File: src/rtl/spi_pkg.sv
// Shared types and helpers for the multi-mode SPI master: FSM state codes,
// latched transfer mode and a bit-reversal helper for LSB-first framing.
package spi_pkg;

    typedef logic [2:0] spi_state_t;

    localparam spi_state_t IDLE     = 3'd0;
    localparam spi_state_t SETUP    = 3'd1;
    localparam spi_state_t TRANSFER = 3'd2;
    localparam spi_state_t HOLD     = 3'd3;
    localparam spi_state_t DONE     = 3'd4;

    typedef struct packed {
        logic cpol;
        logic cpha;
        logic lsb_first;
    } spi_mode_t;

    // Reverses the low n bits of v; bits at and above n come back as zero.
    function automatic logic [63:0] bit_rev(input logic [63:0] v, input int n);
        logic [63:0] r;
        r = '0;
        for (int i = 0; i < 64; i++) begin
            if (i < n) r[6'(i)] = v[6'(n - 1 - i)];
        end
        return r;
    endfunction

endpackage

File: src/rtl/spi_master_multi_sck_gen.sv
// SCK generator: H-cycle half-period timer, registered SCK toggle and
// leading/trailing edge strobes that coincide with the clk edge where SCK changes.
module spi_sck_gen
    import spi_pkg::*;
#(
    parameter int DATA_LENGTH = 8,
    parameter int DIV_WIDTH   = 8,
    parameter int EW          = $clog2(2 * DATA_LENGTH) + 1
) (
    input  logic                 clk,
    input  logic                 rst_n,
    input  logic                 i_enable,
    input  logic [DIV_WIDTH-1:0] i_h,
    input  logic                 i_cpol,
    output logic                 o_spi_sck,
    output logic                 o_lead_edge,
    output logic                 o_trail_edge,
    output logic                 o_tick,
    output logic [EW-1:0]        o_edge_count
);

    logic [DIV_WIDTH-1:0] r_hc;
    logic [EW-1:0]        r_ecnt;
    logic                 r_sck;
    logic                 w_tick;
    logic                 w_edge;

    assign w_tick = i_enable && (r_hc == i_h - DIV_WIDTH'(1));
    // Ticks after the last edge (the HOLD interval) must not toggle SCK.
    assign w_edge = w_tick && (r_ecnt < EW'(2 * DATA_LENGTH));

    assign o_lead_edge  = w_edge && !r_ecnt[0];
    assign o_trail_edge = w_edge &&  r_ecnt[0];
    assign o_tick       = w_tick;
    assign o_edge_count = r_ecnt;
    assign o_spi_sck    = r_sck;

    always_ff @(posedge clk or negedge rst_n) begin
        if (!rst_n) begin
            r_hc   <= '0;
            r_ecnt <= '0;
            r_sck  <= 1'b0;
        end else if (!i_enable) begin
            r_hc   <= '0;
            r_ecnt <= '0;
            r_sck  <= i_cpol;
        end else begin
            r_hc <= w_tick ? '0 : r_hc + DIV_WIDTH'(1);
            if (w_edge) begin
                r_ecnt <= r_ecnt + EW'(1);
                r_sck  <= ~r_sck;
            end
        end
    end

endmodule

File: src/rtl/spi_master_multi.sv
// Multi-mode SPI master: FSM, TX/RX shift registers and one-hot chip-select
// decode around the SCK generator. One DATA_LENGTH-bit transfer per start.
module spi_master_multi
    import spi_pkg::*;
#(
    parameter  int DATA_LENGTH = 8,
    parameter  int NUM_CS      = 4,
    parameter  int DIV_WIDTH   = 8,
    localparam int CSW         = (NUM_CS > 1) ? $clog2(NUM_CS) : 1
) (
    input  logic                   clk,
    input  logic                   rst_n,
    input  logic                   start,
    input  logic [DATA_LENGTH-1:0] data_in,
    input  logic                   cpol,
    input  logic                   cpha,
    input  logic                   lsb_first,
    input  logic [CSW-1:0]         cs_sel,
    input  logic [DIV_WIDTH-1:0]   clk_div,
    output logic [DATA_LENGTH-1:0] data_out,
    output logic                   busy,
    output logic                   done,
    output logic                   spi_sck,
    output logic                   spi_mosi,
    input  logic                   spi_miso,
    output logic [NUM_CS-1:0]      spi_cs_n
);

    localparam int EW = $clog2(2 * DATA_LENGTH) + 1;

    spi_state_t             r_state;
    spi_mode_t              r_mode;
    logic [CSW-1:0]         r_cs;
    logic [DIV_WIDTH-1:0]   r_h;
    logic [DATA_LENGTH-1:0] r_tx;
    logic [DATA_LENGTH-1:0] r_rx;
    logic [DATA_LENGTH-1:0] r_data_out;
    logic                   r_mosi;

    logic                   w_active;
    logic                   w_cpol;
    logic                   w_lead;
    logic                   w_trail;
    logic                   w_tick;
    logic [EW-1:0]          w_ecnt;
    logic                   w_last_next;
    logic                   w_drive;
    logic                   w_sample;
    logic [DATA_LENGTH-1:0] w_tx_init;
    logic [DATA_LENGTH-1:0] w_rx_final;

    assign w_active = (r_state == SETUP) || (r_state == TRANSFER) || (r_state == HOLD);
    // SCK tracks the live cpol input while idle so the first SETUP cycle already
    // shows the level being latched with start.
    assign w_cpol   = (r_state == IDLE) ? cpol : r_mode.cpol;

    spi_sck_gen #(
        .DATA_LENGTH (DATA_LENGTH),
        .DIV_WIDTH   (DIV_WIDTH),
        .EW          (EW)
    ) u_sck_gen (
        .clk          (clk),
        .rst_n        (rst_n),
        .i_enable     (w_active),
        .i_h          (r_h),
        .i_cpol       (w_cpol),
        .o_spi_sck    (spi_sck),
        .o_lead_edge  (w_lead),
        .o_trail_edge (w_trail),
        .o_tick       (w_tick),
        .o_edge_count (w_ecnt)
    );

    // Both shift registers always work MSB-first; LSB-first is a reversal at the ends.
    assign w_tx_init  = lsb_first ? DATA_LENGTH'(bit_rev(64'(data_in), DATA_LENGTH)) : data_in;
    assign w_rx_final = r_mode.lsb_first ? DATA_LENGTH'(bit_rev(64'(r_rx), DATA_LENGTH)) : r_rx;

    assign w_last_next = (w_ecnt == EW'(2 * DATA_LENGTH - 1));
    assign w_drive     = r_mode.cpha ? w_lead  : (w_trail && !w_last_next);
    assign w_sample    = r_mode.cpha ? w_trail : w_lead;

    always_ff @(posedge clk or negedge rst_n) begin
        if (!rst_n) begin
            r_state    <= IDLE;
            r_mode     <= '0;
            r_cs       <= '0;
            r_h        <= '0;
            r_tx       <= '0;
            r_rx       <= '0;
            r_data_out <= '0;
            r_mosi     <= 1'b0;
        end else begin
            case (r_state)
                IDLE: if (start) begin
                    r_state <= SETUP;
                    r_mode  <= '{cpol: cpol, cpha: cpha, lsb_first: lsb_first};
                    r_cs    <= cs_sel;
                    r_h     <= (clk_div == '0) ? DIV_WIDTH'(1) : clk_div;
                    r_rx    <= '0;
                    if (!cpha) begin
                        r_mosi <= w_tx_init[DATA_LENGTH-1];
                        r_tx   <= {w_tx_init[DATA_LENGTH-2:0], 1'b0};
                    end else begin
                        r_tx   <= w_tx_init;
                    end
                end
                SETUP:    if (w_tick) r_state <= TRANSFER;
                TRANSFER: if (w_tick && w_last_next) r_state <= HOLD;
                HOLD: if (w_tick) begin
                    r_state    <= DONE;
                    r_mosi     <= 1'b0;
                    r_data_out <= w_rx_final;
                end
                DONE:     r_state <= IDLE;
                default:  r_state <= IDLE;
            endcase
            if (w_drive) begin
                r_mosi <= r_tx[DATA_LENGTH-1];
                r_tx   <= {r_tx[DATA_LENGTH-2:0], 1'b0};
            end
            if (w_sample) r_rx <= {r_rx[DATA_LENGTH-2:0], spi_miso};
        end
    end

    for (genvar g = 0; g < NUM_CS; g++) begin : g_cs
        assign spi_cs_n[g] = ~(w_active && (r_cs == CSW'(g)));
    end

    assign busy     = w_active;
    assign done     = (r_state == DONE);
    assign data_out = r_data_out;
    assign spi_mosi = r_mosi;

endmodule

File: config.mk
export PLATFORM = sky130hd
export DESIGN_NAME = spi_master_multi
export DESIGN_NICKNAME = d
export VERILOG_FILES = /design/src/rtl/spi_pkg.sv /design/src/rtl/spi_master_multi_sck_gen.sv /design/src/rtl/spi_master_multi.sv
export SDC_FILE = /design/constraint.sdc
export NUM_CORES = 1
export LEC_CHECK = 0
export CAP_MARGIN = 20
export CORE_MARGIN = 2
export CORE_UTILIZATION = 55
export CTS_CLUSTER_DIAMETER = 80
export CTS_CLUSTER_SIZE = 25
export DETAILED_ROUTE_END_ITERATION = 6
export GPL_ROUTABILITY_DRIVEN = 0
export HOLD_SLACK_MARGIN = 0.1
export PLACE_DENSITY = 0.8
export RECOVER_POWER = 25
export SETUP_SLACK_MARGIN = 0.1
export SYNTH_ARGS = -nofsm -noshare
export SYNTH_HDL_FRONTEND = slang
export SYNTH_SLANG_ARGS = --single-unit
File: constraint.sdc
create_clock -name clk -period 3.4 [get_ports clk]
set_clock_uncertainty 0.05 [all_clocks]
set_input_delay 0.68 -clock clk [delete_from_list [all_inputs] [get_ports clk]]
set_output_delay 0.68 -clock clk [all_outputs]
set_load 0.01 [all_outputs]
==> results.sh, run 1 <==
export IMPL_postSynthAreaPerCell_um2=10.31
export IMPL_timing_final_ws_setup_ns=0.3221
export IMPL_postCtsSetupBuffers=0
export IMPL_via_per_inst=5.648
export IMPL_clock_fmax_ghz=0.3249
export IMPL_synth_common_cells="dfrtp_1, mux2_2, nand2_1"
export IMPL_crit_top_cell="or4_1"
export IMPL_fp_row_count=27
export IMPL_fin_util=0.6634
export IMPL_dpl_instance_area_um2=3522
export IMPL_dr_first_iter_drc_count=81
export IMPL_io_buffers=40
export IMPL_fin_crit_ns=3.078
export IMPL_numCtsBuffers=5
export IMPL_critPathRequiredTime_ns=3.59
export IMPL_min_path_type="in2async"
export IMPL_ant_nets=0
export IMPL_synth_yosys_seq_area_share=0.4479
export IMPL_leakage_nw=1.600
export IMPL_clkLatencyLatePin_ns=0.32
export IMPL_drtPass1Iterations=4
export IMPL_clk_pin_slew_ns=0.10
export IMPL_max_slew_margin_rel=0.3338
export IMPL_grt_usage=0.2151
export IMPL_cts_root_buf="clkbuf_8"
export IMPL_ys_flop_type="dfrtp_1"
export IMPL_cts_tree="built"
export IMPL_finalWirelength_um=6079
export IMPL_worst_path_buf_inv=1
export IMPL_postCtsHoldBufs=0
export IMPL_nets=362
export IMPL_ctsHtreeMaxLevel=2
export IMPL_cp_data_arrival_time_ns=3.27
export IMPL_pin_count=41
export IMPL_avgRoutedWirePerCell_um=14.97
export IMPL_synth_seq_cells=55
export IMPL_synth_top_area_cell="dfrtp_1"
export IMPL_start_kind="flop"
export IMPL_pre_cts_ws_ns=0.3297
export IMPL_yosys_cell_count_top_type="dfrtp_1"
export IMPL_gr_total_overflow=0
export IMPL_synthTopCellsByArea="dfrtp_1, mux2_2, mux2i_1"
export IMPL_cts_resized=0
export IMPL_cp_cell_sequence="inv_1 -> ha_1 -> or3b_4 -> or4_4 -> and2_4 -> or4_1 -> or4_1 -> a21oi_1"
export IMPL_num_vias=2293
export IMPL_die_area_um2=6201
export IMPL_yosysWarnings=0
export IMPL_timing_rr_end="u_sck_gen.o_edge_count[3]$_DFFE_PN0P_"
export IMPL_r2r_slack_ns=0.32
export IMPL_drive_above_1_share=0.1826
export IMPL_synth_top_area_frac=0.4479
export IMPL_ys_types=49
export IMPL_syn_nets=327
export IMPL_synthToLayoutAreaGrowth_pct=17.43
export IMPL_dp_hpwl_um=4479
export IMPL_rsz0062_at_grt="false"
export IMPL_r2r_cells=8
export IMPL_cpPeakStageDelay_ns=0.51
export IMPL_first_global_vias=2258
export IMPL_crit_path_end_kind="flop"
export IMPL_fp_dieH_um=78.75
export IMPL_finalSetupViolations=0
export IMPL_path_delay_family="simple AND/OR/NAND/NOR gates"
export IMPL_path_class="reg2reg"
export IMPL_cap_violations=0
export IMPL_fin_hold_ws_ns=0.4432
export IMPL_path_max_fanout=7
export IMPL_syn_inst=298
export IMPL_clock_path_buffers=2
export IMPL_die_w_um=78.75
export IMPL_antenna_found_initial=0
export IMPL_grt_pass1_wl_um=10390
export IMPL_synth_edf_count=0
export IMPL_fin_area_um2=3608
export IMPL_timing_rr_start="r_h[0]$_DFFE_PN0P_"
export IMPL_coreArea_um2=5439
export IMPL_drv_slew=0
export IMPL_status="finished, final reports clean"
export IMPL_cp_slowest_cell="or4_1"
export IMPL_hold_viol=0
export IMPL_cts_sinks=55
export IMPL_power_density_nw_per_um2=755.0
export IMPL_finalCritPeriodShare=0.9053
export IMPL_tightest_slew_ns=0.9950
export IMPL_grt_max_degree=38
export IMPL_async_flop_share=1.000
export IMPL_tns_ns=0
export IMPL_ir_worst_vdd_mv=0.4310
export IMPL_drc_errors=0
export IMPL_n_antenna_cell=0
export IMPL_synthesis_area_um2=3073
export IMPL_start_util=0.5650
==> through the flow <==
stage / power, mW / cells
after floorplan: 1.997 / 298
after global placement: 2.319 / 398
after detailed placement: 2.379 / 398
after CTS: 2.753 / 406
after global routing: 2.950 / 406
final: 2.724 / 406
==> worst max path at each step <==
stage | startpoint | end | slack, ns | cells past startpoint
global placement | r_h[0]$_DFFE_PN0P_ | r_tx[4]$_DFFE_PN0P_ | 0.41 | 8
global route | r_h[0]$_DFFE_PN0P_ | u_sck_gen.o_edge_count[3]$_DFFE_PN0P_ | 0.16 | 8
CTS | r_h[0]$_DFFE_PN0P_ | r_tx[2]$_DFFE_PN0P_ | 0.32 | 8
floorplan | r_h[0]$_DFFE_PN0P_ | u_sck_gen.o_edge_count[3]$_DFFE_PN0P_ | 0.46 | 9
finish | r_h[0]$_DFFE_PN0P_ | u_sck_gen.o_edge_count[3]$_DFFE_PN0P_ | 0.32 | 8
detailed placement | r_h[0]$_DFFE_PN0P_ | r_tx[2]$_DFFE_PN0P_ | 0.33 | 8
==> final cells by class <==
cell class              instances  area [µm²]
clock inverters                 2       17.52
clock buffers                   6       72.57
flip-flops and latches         55        1376
inverters                      16       60.06
fillers                       440        1831
repair buffers                 43       414.1
multi-input cells             212        1578
well taps                      72       90.09
==> logic make-up (layout without fill, tap and decap cells) <==
kind of cell / Yosys count / count (layout) / synth area share
simple gates: 100 / 100 / 0.1812
mux: 55 / 55 / 0.1958
flops: 55 / 55 / 0.4479
compound gates: 37 / 37 / 0.07451
buf+inv: 31 / 67 / 0.03867
xor+xnor: 16 / 16 / 0.04560
fa+ha+maj: 4 / 4 / 0.01629
==> state kept, by name (all words and copies together), names as in the netlist <==
register and flops:
data_out 8, r_h 8, r_rx 8, r_tx 8
u_sck_gen.r_hc 8, u_sck_gen.o_edge_count 5, r_mode 3, r_state 3
r_cs 2, spi_mosi 1, u_sck_gen.o_spi_sck 1
==> worst register-to-register path, cell delays in order (launching register included) <==
cell     delay, ns
dfrtp_1       0.43
inv_1         0.09
ha_1          0.21
or3b_4        0.40
or4_4         0.49
and2_4        0.18
or4_1         0.51
or4_1         0.50
a21oi_1       0.15
==> power breakdown <==
group | internal [mW] | switching [mW] | leakage, nW | total (mW)
Combinational | 0.622 | 0.543 | 0.863 | 1.16
Clock | 0.148 | 0.214 | 0.0454 | 0.362
Sequential | 0.909 | 0.288 | 0.692 | 1.20
==> cells in the final DEF (no fill, tap or decap), types with 2 or more instances in the layout <==
cell / Yosys / routed
ha_1: 4 / 4
buf_4: 0 / 2
xor2_1: 9 / 9
or4_1: 7 / 7
nand4_1: 2 / 2
o21ai_0: 12 / 12
mux2i_1: 14 / 14
o211ai_1: 2 / 2
nand3b_1: 3 / 3
nand2_1: 26 / 26
clkbuf_1: 12 / 2
or2_2: 2 / 2
clkdlybuf4s50_1: 0 / 39
nor3_1: 15 / 15
or3_1: 6 / 6
and3_1: 3 / 3
clkbuf_8: 0 / 5
nor2_1: 11 / 11
and2_1: 2 / 2
nand3_1: 9 / 9
inv_1: 15 / 15
nand4_2: 2 / 2
a21oi_1: 10 / 10
mux2_2: 41 / 41
xnor2_1: 7 / 7
a211oi_1: 2 / 2
clkinv_4: 0 / 2
dfrtp_1: 55 / 55
o31ai_1: 3 / 3
==> metal layers <==
layer | share of wire | GRT usage
met3 | 0.030 | 0.04318
met1 | 0.44 | 0.2716
met2 | 0.51 | 0.3701
met4 | 0.015 | 0.07193
met5 | 0 | 0
Power figures use the tool's default switching activity.
==> inputs of run 2 (changes only) <==
==> constraint.sdc (replaced) <==
create_clock -name clk -period 3.4 [get_ports clk]
set_clock_uncertainty 0.05 [all_clocks]
set_input_delay 1.02 -clock clk [delete_from_list [all_inputs] [get_ports clk]]
set_output_delay 1.02 -clock clk [all_outputs]
set_load 0.01 [all_outputs]
==> run 2 against run 1 <==
Critical path depth fell by 4; non-clock buffer count rose by 4; register-to-register slack barely moved; flip-flop and latch count did not move; sequential share of layout area fell by 0.33 points; design area rose by 0.87%; global-route usage fell by 0.15 points; sequential power barely moved; critical endpoint is now spi_cs_n[0]; largest power group unchanged.
==> results.sh, run 2 (synthesis results as in run 1) <==
export IMPL_status="finished, final reports clean"
export IMPL_coreArea_um2=5439
export IMPL_crit_start="r_state[1]$_DFFE_PN0P_"
export IMPL_drv_slew=0
export IMPL_avgRoutedWirePerCell_um=15.03
export IMPL_path_delay_family="simple AND/OR/NAND/NOR gates"
export IMPL_synthToLayoutAreaGrowth_pct=18.44
export IMPL_p_clk_frac=0.135
export IMPL_timing_rr_start="r_h[0]$_DFFE_PN0P_"
export IMPL_n_antenna_cell=0
export IMPL_seqPwrFrac=0.438
export IMPL_crit_path_end_kind="output pin"
export IMPL_fin_hold_ws_ns=0.4609
export IMPL_crit_end="spi_cs_n[0]"
export IMPL_finalWirelength_um=6163
export IMPL_drive_above_1_share=0.1923
export IMPL_drc_errors=0
export IMPL_clock_fmax_ghz=0.3185
export IMPL_max_slew_margin_rel=0.1324
export IMPL_via_per_inst=5.737
export IMPL_die_area_um2=6201
export IMPL_worst_path_buf_inv=1
export IMPL_cts_resized=0
export IMPL_dp_hpwl_um=4769
export IMPL_fp_dieH_um=78.75
export IMPL_postCtsHoldBufs=0
export IMPL_grt_max_degree=26
export IMPL_layout_cells_most_common_list="dfrtp_1, mux2_2, clkdlybuf4s50_1"
export IMPL_clkLatencyLatePin_ns=0.32
export IMPL_critPathRequiredTime_ns=2.33
export IMPL_hold_viol=0
export IMPL_io_buffers=40
export IMPL_r2r_cells=8
export IMPL_ctsHtreeMaxLevel=2
export IMPL_grt_pass1_wl_um=10380
export IMPL_fp_row_count=27
export IMPL_power_switching_mw=1.058
export IMPL_num_vias=2352
export IMPL_cp_slowest_cell="dfrtp_1"
export IMPL_leakage_nw=1.611
export IMPL_cpPeakStageDelay_ns=0.49
export IMPL_switching_share=0.3854
export IMPL_finalSetupViolations=0
export IMPL_path_depth=4
export IMPL_dp_cells=402
export IMPL_grt_usage=0.2136
export IMPL_cap_violations=0
export IMPL_gr_total_overflow=0
export IMPL_cts_tree="built"
export IMPL_cts_root_buf="clkbuf_8"
export IMPL_min_path_cells=1
export IMPL_instances_no_fill=410
export IMPL_min_path_type="reg2reg"
export IMPL_rsz0062_at_grt="false"
export IMPL_clk_pin_slew_ns=0.09
export IMPL_power_density_nw_per_um2=754.0
export IMPL_postCtsSetupBuffers=0
export IMPL_path_max_fanout=8
export IMPL_numCtsBuffers=5
export IMPL_r2r_slack_ns=0.32
export IMPL_pin_count=41
export IMPL_drtPass1Iterations=4
export IMPL_first_global_vias=2267
export IMPL_finalCritPeriodShare=0.9234
export IMPL_nets=366
export IMPL_fin_crit_ns=3.140
export IMPL_tns_ns=0
export IMPL_layout_commonest_cell="dfrtp_1"
export IMPL_path_class="reg2out"
export IMPL_p_int_mw=1.687
export IMPL_ir_worst_vdd_mv=0.4825
export IMPL_timing_rr_end="u_sck_gen.o_edge_count[3]$_DFFE_PN0P_"
export IMPL_dr_first_iter_drc_count=71
export IMPL_total_power_mw=2.744
export IMPL_cp_cell_sequence="nor2_1 -> or2_2 -> or3_1 -> clkdlybuf4s50_1"
export IMPL_start_kind="flop"
export IMPL_die_w_um=78.75
export IMPL_ant_nets=0
export IMPL_tightest_slew_ns=1.301
export IMPL_cts_sinks=55
export IMPL_pwr_share_comb=0.427
export IMPL_cp_data_arrival_time_ns=2.07
export IMPL_antenna_found_initial=0
export IMPL_clock_path_buffers=2
export IMPL_start_util=0.5650
run 2: stage by stage:
stage | cell area, µm² | utilization | worst slack [ns]
CTS | 3645 | 0.6701 | 0.2533
finish | 3640 | 0.6692 | 0.2604
detailed placement | 3552 | 0.6531 | 0.3511
floorplan | 3073 | - | 0.4593
global route | 3640 | 0.6692 | 0.1316
global placement | 3552 | 0.6531 | 0.4258
run 2: worst min path at each step:
stage	startpoint	endpoint	slack (ns)
4_1_cts	data_out[7]$_DFFE_PN0P_	data_out[7]$_DFFE_PN0P_	0.47
3_5_place_dp	data_out[7]$_DFFE_PN0P_	data_out[7]$_DFFE_PN0P_	0.44
2_1_floorplan	r_mode[2]$_DFFE_PN0P_	u_sck_gen.o_spi_sck$_DFFE_PN0P_	0.41
5_1_grt	r_tx[4]$_DFFE_PN0P_	r_tx[5]$_DFFE_PN0P_	0.49
6_report	data_out[7]$_DFFE_PN0P_	data_out[7]$_DFFE_PN0P_	0.46
3_3_place_gp	r_tx[3]$_DFFE_PN0P_	r_tx[4]$_DFFE_PN0P_	0.43
run 2: cell type report:
type	instances	area, µm²
Fill cell	450	1799
Sequential cell	55	1376
Timing Repair Buffer	47	442.9
Tap cell	72	90.09
Multi-Input combinational cell	212	1578
Inverter	16	60.06
Clock buffer	5	68.82
Clock inverter	3	23.77
run 2: power by group through the flow:
stage | clock network [mW] | logic (mW) | registers (mW)
2_1_floorplan | 0 | 0.890 | 1.11
3_3_place_gp | 0 | 1.14 | 1.19
3_5_place_dp | 0 | 1.18 | 1.21
4_1_cts | 0.377 | 1.19 | 1.20
5_1_grt | 0.407 | 1.31 | 1.25
6_report | 0.370 | 1.17 | 1.20
run 2: per-layer routing:
metal / global-route usage / vias to the layer above / wire [µm]
met2: 0.3701 / 56 / 3177
met4: 0.07018 / 0 / 104
met3: 0.04773 / 10 / 248
li1: - / 1152 / -
met1: 0.2648 / 1134 / 2632
met5: 0 / - / 0
